==> src/rtl/hazard_forward_unit.sv <==
// Decode-stage hazard detection and forwarding select for the RV32I pipeline.
// Tracks destination records for EX and MEM and raises a one-cycle load-use stall.
module hazard_forward_unit #(
   parameter int CNT_W = 16
) (
   input  logic             clk,
   input  logic             rst,
   input  logic [4:0]       rs1,
   input  logic [4:0]       rs2,
   input  logic             rs1_used,
   input  logic             rs2_used,
   input  logic [4:0]       rd_ID,
   input  logic             reg_we_ID,
   input  logic             lui_ID,
   input  logic             memread_ID,
   input  logic             valid_ID,
   input  logic             flush,
   output logic [5:0]       forward_EN1,
   output logic [5:0]       forward_EN2,
   output logic             stall,
   output logic [CNT_W-1:0] stall_cnt
);

   logic             ex_valid_q, ex_valid_d;
   logic             ex_we_q, ex_we_d;
   logic             ex_lui_q, ex_lui_d;
   logic             ex_load_q, ex_load_d;
   logic [4:0]       ex_rd_q, ex_rd_d;

   logic             mem_valid_q;
   logic             mem_we_q;
   logic             mem_lui_q;
   logic             mem_load_q;
   logic [4:0]       mem_rd_q;
   logic             mem_vs_q, mem_vs_d;

   logic [CNT_W-1:0] cnt_q, cnt_d;

   logic ex_live;
   logic mem_live;
   logic hit1_ex, hit2_ex;

   assign ex_live  = ex_valid_q & ex_we_q & (ex_rd_q != 5'd0);
   assign mem_live = mem_valid_q & mem_we_q & (mem_rd_q != 5'd0);

   function automatic logic [5:0] fwd_sel(input logic [4:0] s,
                                          input logic       used);
      logic [5:0] r;
      r = 6'b000000;
      if (used && s != 5'd0) begin
         if (ex_live && ex_rd_q == s) begin
            if (ex_lui_q)        r = 6'b100000;
            else if (!ex_load_q) r = 6'b001000;
            else                 r = 6'b000000;
         end else if (mem_live && mem_rd_q == s) begin
            if (mem_lui_q)       r = 6'b010000;
            else if (mem_load_q) r = mem_vs_q ? 6'b000001 : 6'b000010;
            else                 r = 6'b000100;
         end
      end
      return r;
   endfunction

   assign forward_EN1 = fwd_sel(rs1, rs1_used);
   assign forward_EN2 = fwd_sel(rs2, rs2_used);

   assign hit1_ex = rs1_used & (rs1 != 5'd0) & (ex_rd_q == rs1);
   assign hit2_ex = rs2_used & (rs2 != 5'd0) & (ex_rd_q == rs2);
   assign stall   = valid_ID & ~flush & ex_live & ex_load_q
                  & (hit1_ex | hit2_ex);

   assign stall_cnt = cnt_q;

   always_comb begin
      ex_valid_d = valid_ID;
      ex_we_d    = reg_we_ID;
      ex_lui_d   = lui_ID;
      ex_load_d  = memread_ID;
      ex_rd_d    = rd_ID;
      // a load leaving EX while ID is held reaches MEM via the stall path
      mem_vs_d   = stall;
      if (flush || stall) begin
         ex_valid_d = 1'b0;
      end
      cnt_d = cnt_q;
      if (stall && cnt_q != {CNT_W{1'b1}}) begin
         cnt_d = cnt_q + 1'b1;
      end
   end

   always_ff @(posedge clk) begin
      if (rst) begin
         ex_valid_q  <= 1'b0;
         ex_we_q     <= 1'b0;
         ex_lui_q    <= 1'b0;
         ex_load_q   <= 1'b0;
         ex_rd_q     <= 5'd0;
         mem_valid_q <= 1'b0;
         mem_we_q    <= 1'b0;
         mem_lui_q   <= 1'b0;
         mem_load_q  <= 1'b0;
         mem_rd_q    <= 5'd0;
         mem_vs_q    <= 1'b0;
         cnt_q       <= '0;
      end else begin
         ex_valid_q  <= ex_valid_d;
         ex_we_q     <= ex_we_d;
         ex_lui_q    <= ex_lui_d;
         ex_load_q   <= ex_load_d;
         ex_rd_q     <= ex_rd_d;
         mem_valid_q <= ex_valid_q;
         mem_we_q    <= ex_we_q;
         mem_lui_q   <= ex_lui_q;
         mem_load_q  <= ex_load_q;
         mem_rd_q    <= ex_rd_q;
         mem_vs_q    <= mem_vs_d;
         cnt_q       <= cnt_d;
      end
   end

endmodule
==> config.mk <==
export PLATFORM = sky130hd
export DESIGN_NAME = hazard_forward_unit
export DESIGN_NICKNAME = d
export VERILOG_FILES = /design/src/rtl/hazard_forward_unit.sv
export SDC_FILE = /design/constraint.sdc
export NUM_CORES = 1
export LEC_CHECK = 0
export ABC_AREA = 1
export ABC_CLOCK_PERIOD_IN_PS = 2100
export CAP_MARGIN = 20
export CORE_UTILIZATION = 40
export DETAILED_ROUTE_END_ITERATION = 10
export GPL_TIMING_DRIVEN = 0
export PLACE_DENSITY = 0.75
export SLEW_MARGIN = 20
export SYNTH_ARGS = -nofsm -noshare
export SYNTH_HDL_FRONTEND = slang
export SYNTH_SLANG_ARGS = --single-unit
export TNS_END_PERCENT = 10
==> constraint.sdc <==
create_clock -name clk -period 2.1 [get_ports clk]
set_clock_uncertainty 0.2 [all_clocks]
set_input_delay 0.42 -clock clk [delete_from_list [all_inputs] [get_ports clk]]
set_output_delay 0.42 -clock clk [all_outputs]
set_load 0.02 [all_outputs]
### Word level (Yosys, flattened, before mapping)

Index checks and enable logic that the tools add are counted.

| word-level totals | value |
|---|---|
| output and inout port bits | 29 |
| register bits after elaboration | 35 |

| operators by class | value |
|---|---|
| bitwise logic cells | 14 |
| reduce and logical (&&, ||, !) cells | 13 |
| add/subtract/negate cells | 1 |
| equality and inequality tests | 5 |
| mux-type cells | 11 |

Operators with widths:

| kind | number |
|---|---|
| two-way mux 6 bit | 6 |
| == test 5 bit | 4 |
| nonzero test 5 bit | 4 |
| adder 16 x 1 -> 16 bit (second input constant) | 1 |
| inequality test 16 bit (second input constant) | 1 |
| bitwise AND 1 bit | 12 |
| two-way mux 5 bit | 2 |
| logical AND 1 bit | 7 |
| two-way mux 4 bit | 1 |
| two-way mux 3 bit | 1 |
| two-way mux 2 bit | 1 |
| OR reduction 2 bit | 1 |
| logical OR 1 bit | 1 |
| inverter 1 bit | 1 |
| bitwise OR 1 bit | 1 |

### Logic depth before layout (Yosys ltp)

| logic depth | value |
|---|---|
| depth after elaboration | 7 |
| gate-level depth with buffers | 12 |

### Worst setup path before layout

Ideal clock, no wire load.

| timing path | value |
|---|---|
| path kind | input to output |
| start point | input port rs1[1] |
| end point | output port forward_EN1[0] |
| path buffers | 0 |
| cell stages on the path | 4 |
| arrival | 1,396 ps |
| slack | 84 ps |
| cells stage by stage | xor2_1 -> nor4_1 -> nand2_1 -> nor3_1 |

| on the way | value |
|---|---|
| longest elaborated chain between the ends | 5 |
| elaborated cells on any way between the ends | 9 |
| those cells by class | eq/ne: 2; mux: 3; reduce/logical: 4 |

Ends and longest elaborated chain:

| element | RTL line | source |
|---|---|---|
| start, declared | 8 | `input logic [4:0] rs1,` |
| == test 5 bit | 55 | `end else if (mem_live && mem_rd_q == s) begin` |
| logical AND 1 bit | 55 |  |
| two-way mux 5 bit | 55 |  |
| two-way mux 6 bit | 51 | `if (ex_live && ex_rd_q == s) begin` |
| two-way mux 6 bit * | 50 | `if (used && s != 5'd0) begin` |
| end, declared | 18 | `output logic [5:0] forward_EN1,` |

Every way passes the cells marked *; elsewhere a longest branch is shown, timed or not.

### Final worst setup path

| timing path | value |
|---|---|
| start point | input port rs1[4] |
| end point | output port forward_EN1[4] |

The elaborated chain is that of the path after synthesis.

==> flow_metrics.tcl <==
set metrics [dict create \
    critPathArrivalTime_ns 1.64 \
    postSynthAreaPerCell_um2 6.58 \
    worst_setup_path_end_kind "primary output" \
    worst-path-stages 8 \
    worst_slew_pin_slew_ns 0.493 \
    cpMaxStageDelayCell "clkdlybuf4s15_1" \
    drive_gt1_share_pct 27.3 \
    post_dp_cell_area_um2 2810 \
    htree_levels 2 \
    n_antenna_cell 0 \
    violations "negative setup slack" \
    timing.final.max_slew_violations 0 \
    drt_iter0_drc 114 \
    cp_max_fo 4 \
    initial_core_util_pct 42.6 \
    hp-class "in -> reg" \
    reg2regPathDepth 13 \
    relSlewSlack_pct 67.2 \
    cts.sinks 35 \
    critical-path-max-stage-delay_ns 0.25 \
    cpMostUsedCell "buf_4" \
    drcViolationCount 0 \
    clock_latency_ns 0.29 \
    synth_nets 362 \
    finalHoldViolCount 0 \
    yosys_warnings 0 \
    layout_min_cycle_time_ns 2.26 \
    required_ns 1.48 \
    p_leak_nw 1.31 \
    wl_per_cell_um 11.6 \
    synth_xor_area_share_pct 6.72 \
    clockBufferDepth 2 \
    power.density_nw_per_um2 447 \
    cts_hold_buf 0 \
    place_congestion 0.876 \
    synth_top_family_by_area "simple AND/OR/NAND/NOR gates" \
    grt_max_degree 13 \
    area_delta_synth_final_pct 37.9 \
    place_hpwl_um 3970 \
    run_status "finished, violations left" \
    period_share_pct 108 \
    die-area_um2 5840 \
    finalSetupViolations 12 \
    synth_area_um2 2220 \
    critical_path_buf_inv_count 3 \
    antenna_found_initial 0 \
    largest_reg_flops 16 \
    cp_cell_sequence "clkdlybuf4s15_1 > xor2_1 > nor2_2 > buf_4 > nand3_1 > nand2_2 > nor3_2 > buf_4" \
    core.rowCount 26 \
    cts-root-buf "clkbuf_8" \
    coreArea_um2 5200 \
    dieHeight_um 76.4 \
    die_x_um 76.4 \
    synthMuxAreaShare_pct 0 \
    drtAntennaViolNets 0 \
    crit_path_start_kind "primary input" \
    critPathKind "in -> out" \
    yosys.area_share.simple_pct 45.2 \
    clkTransAtPathRegs_ns 0.07 \
    cts_buffers 5 \
    critPathTopFamily "buffers and inverters" \
    holdWs_ns 0.225 \
    ioPinCount 53 \
    synth_seq_area_share_pct 31.6 \
    vias 2210 \
    ys_seq_elements 35 \
    cap_violations 0 \
    drt_first_pass_iters 4 \
    port_buffers 51 \
    power_mw 1.37 \
    grt_pass1_wl_um 9270 \
    nets 427 \
    fin_util_pct 58.7 \
    place_ws_ns -1.01 \
    hold_depth 2 \
    clock.fmax_ghz 0.442 \
    fin_ws_ns -0.161 \
    via_per_inst 4.67 \
    rsz0062_at_grt "true" \
    finalInstanceArea_um2 3060 \
    ir_drop_mv 0.231 \
    wl_um 5500 \
    yosys.cell_types.count 29 \
    grt_pass1_vias 2114 \
    overflow 0 \
    synthCells 337 \
    cts_tree "yes" \
    synth-compound-area-share_pct 0.791 \
    yosys.area_share.adder_pct 0.565 \
    grt_usage_pct 19.2 \
]
stage by stage:
step                      instances  setup TNS (ns)
after floorplan                 337               0
after global placement          458          -11.87
after detailed placement        458          -12.42
after CTS                       470           -1.06
after global routing            473           -2.15
final                           473           -1.02
cell usage in the layout, fill, tap and decap left out, types with 4 or more instances in the layout:
cell type        count
nand3_2             17
nand4_1             18
xor2_1               9
nand2_2              4
dfxtp_2              6
buf_4               19
dfxtp_4              4
nor3_2               4
clkdlybuf4s50_1     27
inv_1               63
clkbuf_8             5
nand2_1             59
nor2_1              58
dfxtp_1             25
nor2_2              16
buf_6                4
clkbuf_2             5
inv_2                5
nand3_1             14
power breakdown:
group | leakage, nW | switching, mW | internal [mW]
combinational | 0.979 | 0.0956 | 0.0862
clock | 0.0402 | 0.258 | 0.231
sequential | 0.290 | 0.0192 | 0.678
cells by family (layout without fill, tap and decap cells):
family / count (synthesis) / after routing
buffers and inverters: 78 / 144
AO/OA/AOI/OAI: 3 / 3
adder cells (fa/ha/maj): 1 / 1
AND/OR/NAND/NOR: 203 / 203
XOR/XNOR: 17 / 17
flip-flops: 35 / 35
worst reg2reg max path: stages (launching register included):
cell and delay [ns]:
dfxtp_4 0.40, xnor2_2 0.11, nand2_1 0.08, nor2_2 0.13
buf_4 0.14, nand3_4 0.09, nand2_4 0.09, buf_6 0.15
buf_4 0.15, buf_12 0.14, nand3_2 0.06, nand2_1 0.06
inv_1 0.04, nor2_1 0.13
synth_stat cells:
cell       n  area share (%)
inv_1     66              11
nand2_1   62              11
nor2_1    62              11
dfxtp_1   35              32
nand3_1   18             4.1
nand4_1   18             5.1
nand3_2   15             6.8
nor2_2    14             4.0
xor2_1    12             4.7
nor3_1     7             1.6
xnor2_1    5             2.0
a21oi_1    2            0.45
buf_2      2            0.45
buf_4      2            0.68
buf_6      2             1.0
inv_2      2            0.34
buf_1      1            0.17
buf_12     1            0.90
clkbuf_1   1            0.17
clkinv_1   1            0.17
ha_1       1            0.56
nand2_2    1            0.28
nand2_4    1            0.51
nand3b_1   1            0.34
nand4_2    1            0.56
nor2_4     1            0.51
nor4_1     1            0.28
o211ai_1   1            0.34
or2_2      1            0.28
worst paths after layout:
path / start / end / slack, ns
setup / recovery: rs1[4] / forward_EN1[4] / -0.16
hold / removal: rst / ex_rd_q[3] / 0.23
setup reg to reg: ex_rd_q[0] / stall_cnt[3] / 0.08
hold reg to reg: ex_we_q / mem_we_q / 0.24
layer usage:
metal | share of wire, % | global-route usage, % | wire (um)
met1 | 47 | 24.4 | 2600
met2 | 48 | 32.8 | 2620
met3 | 3.9 | 2.63 | 217
met4 | 1.1 | 6.92 | 60
met5 | 0 | 0 | 0
layout make-up:
class	count	area [um^2]
fillers	458	2150
plain buffers	8	67.6
flip-flops and latches	35	723
clock buffers	5	68.8
multi-input cells	224	1320
repair buffers	59	514
well taps	70	87.6
clock inverters	3	20.0
inverters	69	259
what timing repair did:
action | 4_1_cts | 5_1_grt
gates cloned | 0 | 0
gates resized for setup | 93 | 45
buffers inserted | 5 | 3
pin swaps | 13 | 15
setup endpoints to repair | 13 | 25
Power figures use the tool's default switching activity.
==> edit 1, RTL diff (config.mk and constraints unchanged) <==
The parameter `CNT_W` goes from 16 to 32.
--- a/src/rtl/hazard_forward_unit.sv
+++ b/src/rtl/hazard_forward_unit.sv
@@ -1,7 +1,7 @@
 // Decode-stage hazard detection and forwarding select for the RV32I pipeline.
 // Tracks destination records for EX and MEM and raises a one-cycle load-use stall.
 module hazard_forward_unit #(
-   parameter int CNT_W = 16
+   parameter int CNT_W = 32
 ) (
    input  logic             clk,
    input  logic             rst,
Ports: changed (resized stall_cnt); port bits go from 53 to 69. The function was not compared with the original's and may differ.
==> edit 1 against the unedited design <==
The run still ends with negative setup slack left. Sequential share of layout area up 0.41 points. Clock power up 17%. First-iteration DRC count up 38%. Setup slack worse by 0.041 ns. Area after synthesis up 46%. Sequential cell count up 16. Critical path depth up 2. Total power up 28%. Design area up 42%. Routed wire length up 62%. Utilization down 2.8 points.
==> edit 1: results (changes against the unedited design) <==
[run_status]
status = finished, violations left  ; unchanged
violations = negative setup slack  ; unchanged

[yosys]
async_reset_ff_share_pct = 0  ; unchanged
yosys_warnings = 0  ; unchanged
synthTopCellsByArea = dfxtp_1 (32%), nand2_1 (13%), nor2_1 (11%)  ; was dfxtp_1 (32%), inv_1 (11%), nand2_1 (11%)
syn_nets = 526  ; was 362
synth_commonest_cells = nand2_1 (112), nor2_1 (94), inv_1 (66)  ; was inv_1 (66), nand2_1 (62), nor2_1 (62)
synthCells = 501  ; was 337
synth_cell_types = 32  ; was 29
ys_seq_area_share_pct = 31.5  ; was 31.6%

[global_routing]
grt_max_degree = 17  ; was 13
grt_usage_pct = 21.4  ; was 19.2%
met1_usage_pct = 28.5  ; was 24.4%
grt_pass1_wl_microns = 14800  ; was 9270 microns
grt_pass1_vias = 3177  ; was 2114
met2_usage_pct = 37.0  ; was 32.8%
grt_antenna_before_repair = 0  ; unchanged
grtUsageMet3_pct = 3.48  ; was 2.63%

[power]
powerDensity_nw_per_um2 = 404  ; was 447 nW/um^2
internal_power_w = 0.00130  ; was 0.000995 W
leakagePower_nw = 1.71  ; was 1.31 nW
comb_power_w = 0.000184
irDropWorstVdd_mv = 0.265  ; was 0.231 mV
power_sequential_w = 0.000997  ; was 0.000697 W

[critical_path]
arrival_ns = 1.68  ; was 1.64 ns
path_max_fanout = 3  ; was 4
cp_top_family = simple AND/OR/NAND/NOR gates  ; was buffers and inverters

[finish]
num-nets-final = 607  ; was 427
fin_cells = 685  ; was 473
largest_register_ffs = 32  ; was 16
layout-drive-gt1-share_pct = 20.4  ; was 27.3%
antenna_cells = 0  ; unchanged

[placed_design]
dp_slack_ns = -1.20  ; was -1.01 ns
dp_cells = 671  ; was 458
gp_congestion = 0.876  ; about the same
io_buffer_count = 68  ; was 51
placed_cell_area_sq_um = 4050  ; was 2810 sq um
dp_hpwl_microns = 6610  ; was 3970 microns

[hold_path]
hold_class = flop to flop  ; was input port to flop

[cts]
cts_buffers = 5  ; unchanged
clock_latency_ns = 0.31  ; was 0.29 ns
cts.path.max_buffers = 2  ; unchanged
path_clk_slew_ns = 0.10  ; was 0.07 ns
root_buffer = clkbuf_8  ; unchanged
htreeDepth = 2  ; unchanged

[timing]
slew_headroom_pct = 68.3  ; was 67.2%
setup-violations-final = 11  ; was 12
fin_ws_ns = -0.201  ; was -0.161 ns
fin_setup_tns_ns = -1.19  ; was -1.02 ns

[detailed_routing]
vias_per_cell = 4.99  ; was 4.67
route.met3.wl_microns = 560  ; was 217 microns
drt_iter0_drc = 157  ; was 114
dr_wl_met2_microns = 4320  ; was 2620 microns
drtPass1Iterations = 4  ; unchanged
wl_per_cell_microns = 13.0  ; was 11.6 microns
wl_met1_microns = 3990  ; was 2600 microns

[edit 1: cell types whose count changed in the layout (fill, tap and decap cells not counted), moves of 9 or more]
| cell | unedited run | this run |
|---|---|---|
| a21oi_1 | 2 | 14 |
| nor2_1 | 58 | 90 |
| nand3_2 | 17 | 8 |
| nand3_1 | 14 | 23 |
| nand2_1 | 59 | 108 |
| clkdlybuf4s50_1 | 27 | 45 |
| xnor2_1 | 3 | 15 |
| dfxtp_1 | 25 | 36 |
| nand4_1 | 18 | 35 |
[edit 1: cells by family after synthesis]
| kind of cell | synth area share, % |
|---|---|
| adder cells (fa/ha/maj) | 0.386 |
| XOR/XNOR | 7.85 |
| flip-flops | 31.5 |
| AND/OR/NAND/NOR | 45.6 |
| buffers and inverters | 11.4 |
| AO/OA/AOI/OAI | 3.25 |
[edit 1: timing repair]
| item | 4_1_cts | 5_1_grt |
|---|---|---|
| pin swaps | 19 | 12 |
| endpoints found under the setup margin | 46 | 50 |
| setup buffers | 6 | 0 |
| resized for setup | 127 | 30 |
[edit 1: worst paths after layout]
| kind | start | slack (ns) | end | cells past startpoint |
|---|---|---|---|---|
| setup / recovery | rs2[0] | -0.20 | stall | 10 |
| hold / removal | ex_valid_q | 0.24 | mem_valid_q | 2 |
| setup reg to reg | ex_rd_q[0] | 0.12 | stall_cnt[17] | 12 |
| hold reg to reg | ex_valid_q | 0.24 | mem_valid_q | 2 |
[edit 1: layout make-up]
type / count / area [sq um]
timing repair buffer: 74 / 683
clock buffer: 5 / 68.8
tap: 102 / 128
buffer: 16 / 131
multi-input combinational: 363 / 2000
clock inverter: 3 / 20.0
inverter: 71 / 269
sequential: 51 / 1040
fill: 793 / 3430
==> edit 2, RTL diff (same flow settings) <==
Made on the original files. Make the reset (`rst`) asynchronous in one clocked block.
--- a/src/rtl/hazard_forward_unit.sv
+++ b/src/rtl/hazard_forward_unit.sv
@@ -88,7 +88,7 @@
       end
    end
 
-   always_ff @(posedge clk) begin
+   always_ff @(posedge clk or posedge rst) begin
       if (rst) begin
          ex_valid_q  <= 1'b0;
          ex_we_q     <= 1'b0;
Behaviour: differs if rst is asserted again (counterexample within 4 cycles, from zero or initial values and one cycle with rst high); with rst held inactive, the same outputs for 10 cycles.
==> edit 2 against the unedited design <==
The run still ends with negative setup slack left. Global-route usage grew 0.87 points. Setup slack worse by 0.038 ns. Count of clock-buffer cells in the layout grew 1. Total power fell by 1.9%. Sequential cell count stayed put. Final cell count shrank 16%. Routed wire length decreased by 13%. Sequential share of layout area grew 7.6 points. Hold slack worse by 0.013 ns. Area after synthesis fell by 6.5%. Register-to-register slack improved by 0.20 ns. Combinational power shrank 18%. Design area fell by 8.1%. Critical endpoint is now forward_EN1[3]. Largest power group unchanged.
==> edit 2: results (changes against the unedited design) <==
[critical_path]
cpPeakStageDelay_ns = 0.43  ; was 0.25 ns
arrival_ns = 1.68  ; was 1.64 ns
slowest_stage = dfrtp_1  ; was clkdlybuf4s15_1

[power]
internal_power_w = 0.00102  ; was 0.000995 W
irDropWorstVdd_mv = 0.263  ; was 0.231 mV
switching_share_pct = 23.7  ; was 27.2%
leakagePower_nw = 1.30  ; was 1.31 nW
power_sequential_w = 0.000712  ; was 0.000697 W

[yosys]
synth_commonest_cells = nand2_1 (66), inv_1 (38), dfrtp_1 (35)  ; was inv_1 (66), nand2_1 (62), nor2_1 (62)
ys.flop_type = dfrtp_1  ; was dfxtp_1
ys_seq_area_share_pct = 42.3  ; was 31.6%
synthAdderAreaFrac_pct = 0.604  ; was 0.565%
synth_xor_area_share_pct = 8.45  ; was 6.72%
synthTopCellsByArea = dfrtp_1 (42%), nand2_1 (12%), inv_1 (6.9%)  ; was dfxtp_1 (32%), inv_1 (11%), nand2_1 (11%)
synth_cell_types = 24  ; was 29
synth_compound_area_share_pct = 0.362  ; was 0.791%
synthMuxAreaShare_pct = 0  ; unchanged
syn_nets = 291  ; was 362

[run_status]
violations = negative setup slack  ; unchanged
status = finished, violations left  ; unchanged

[finish]
nNonClkBuffers = 63  ; was 67
layout-drive-gt1-share_pct = 17.0  ; was 27.3%
clock_buffers = 6  ; was 5
buffer_area_share_pct = 20.7  ; was 19.0%
multi_input_gates = 187  ; was 224
clk_share_pct = 3.12  ; was 2.91%
n_fill_cell = 457  ; was 458
n_all_inverters = 38  ; was 69
seq_area_sq_um = 877  ; was 723 sq um

[placed_design]
dp_slack_ns = -0.962  ; was -1.01 ns
io_buffer_count = 52  ; was 51
dp_cells = 385  ; was 458
dp_hpwl_microns = 3490  ; was 3970 microns

[global_routing]
grt_pass1_wl_microns = 8380  ; was 9270 microns
grt_pass1_vias = 1956  ; was 2114
grt_max_degree = 36  ; was 13

[timing]
tightest_slew_ns = 0.701  ; was 0.493 ns
fin_ws_ns = -0.199  ; was -0.161 ns
setup-violations-final = 12  ; unchanged

[detailed_routing]
drt_iter0_drc = 38  ; was 114
vias = 1933  ; was 2210

-- edit 2: cell types whose count changed in the layout (fill, tap and decap cells not counted), sizes merged, moves of 5 or more --
| cell | delta |
|---|---|
| nor2 | -39 |
| dfrtp | +35 |
| dfxtp | -35 |
| inv | -30 |
| buf | -6 |
| dlygate4sd2 | +5 |
| xnor2 | +5 |
-- edit 2: worst paths after layout --
path | from | to | slack, ns | depth (start not counted)
worst max-delay path | ex_rd_q[4] | forward_EN1[3] | -0.20 | 5
worst min-delay path | ex_we_q | mem_we_q | 0.21 | 0
worst max register to register | ex_rd_q[0] | stall_cnt[8] | 0.28 | 10
worst min register to register | ex_we_q | mem_we_q | 0.21 | 0
max in group asynchronous | rst | ex_rd_q[1] | 0.83 | 2
min in group asynchronous | rst | stall_cnt[4] | 0.37 | 2
-- edit 2: what timing repair did --
item / 4_1_cts / 5_1_grt
pin swaps: 12 / 4
buffers inserted: 4 / 1
resized for setup: 87 / 2
hold endpoints to repair: 0 / 0
cloned: 0 / 0
endpoints found under the setup margin: 13 / 13
-- edit 2: layer usage --
layer | vias up | part of all wire (%) | GRT usage (%)
met5 | - | 0 | 0
met4 | 0 | 2.2 | 8.76
met3 | 11 | 4.4 | 3.79
met2 | 47 | 49 | 36.0
met1 | 907 | 45 | 23.3
li1 | 968 | - | -
-- edit 2: metrics by stage --
step	cell area [sq um]	util (%)	hold WS, ns
6_report	2810	57.9	0.212
5_1_grt	2810	57.9	0.221
4_1_cts	2790	57.6	0.194
3_5_place_dp	2680	55.2	0.177
3_3_place_gp	2680	55.2	0.166
2_1_floorplan	2070	-	0.154
-- edit 2: critical path, delay by kind of cell, from the launching register on --
family	cells	cell delay, ns
and+or+nand+nor	3	0.51
buffers and inverters	1	0.28
xor gates and xnor gates	1	0.18
DFF	1	0.43
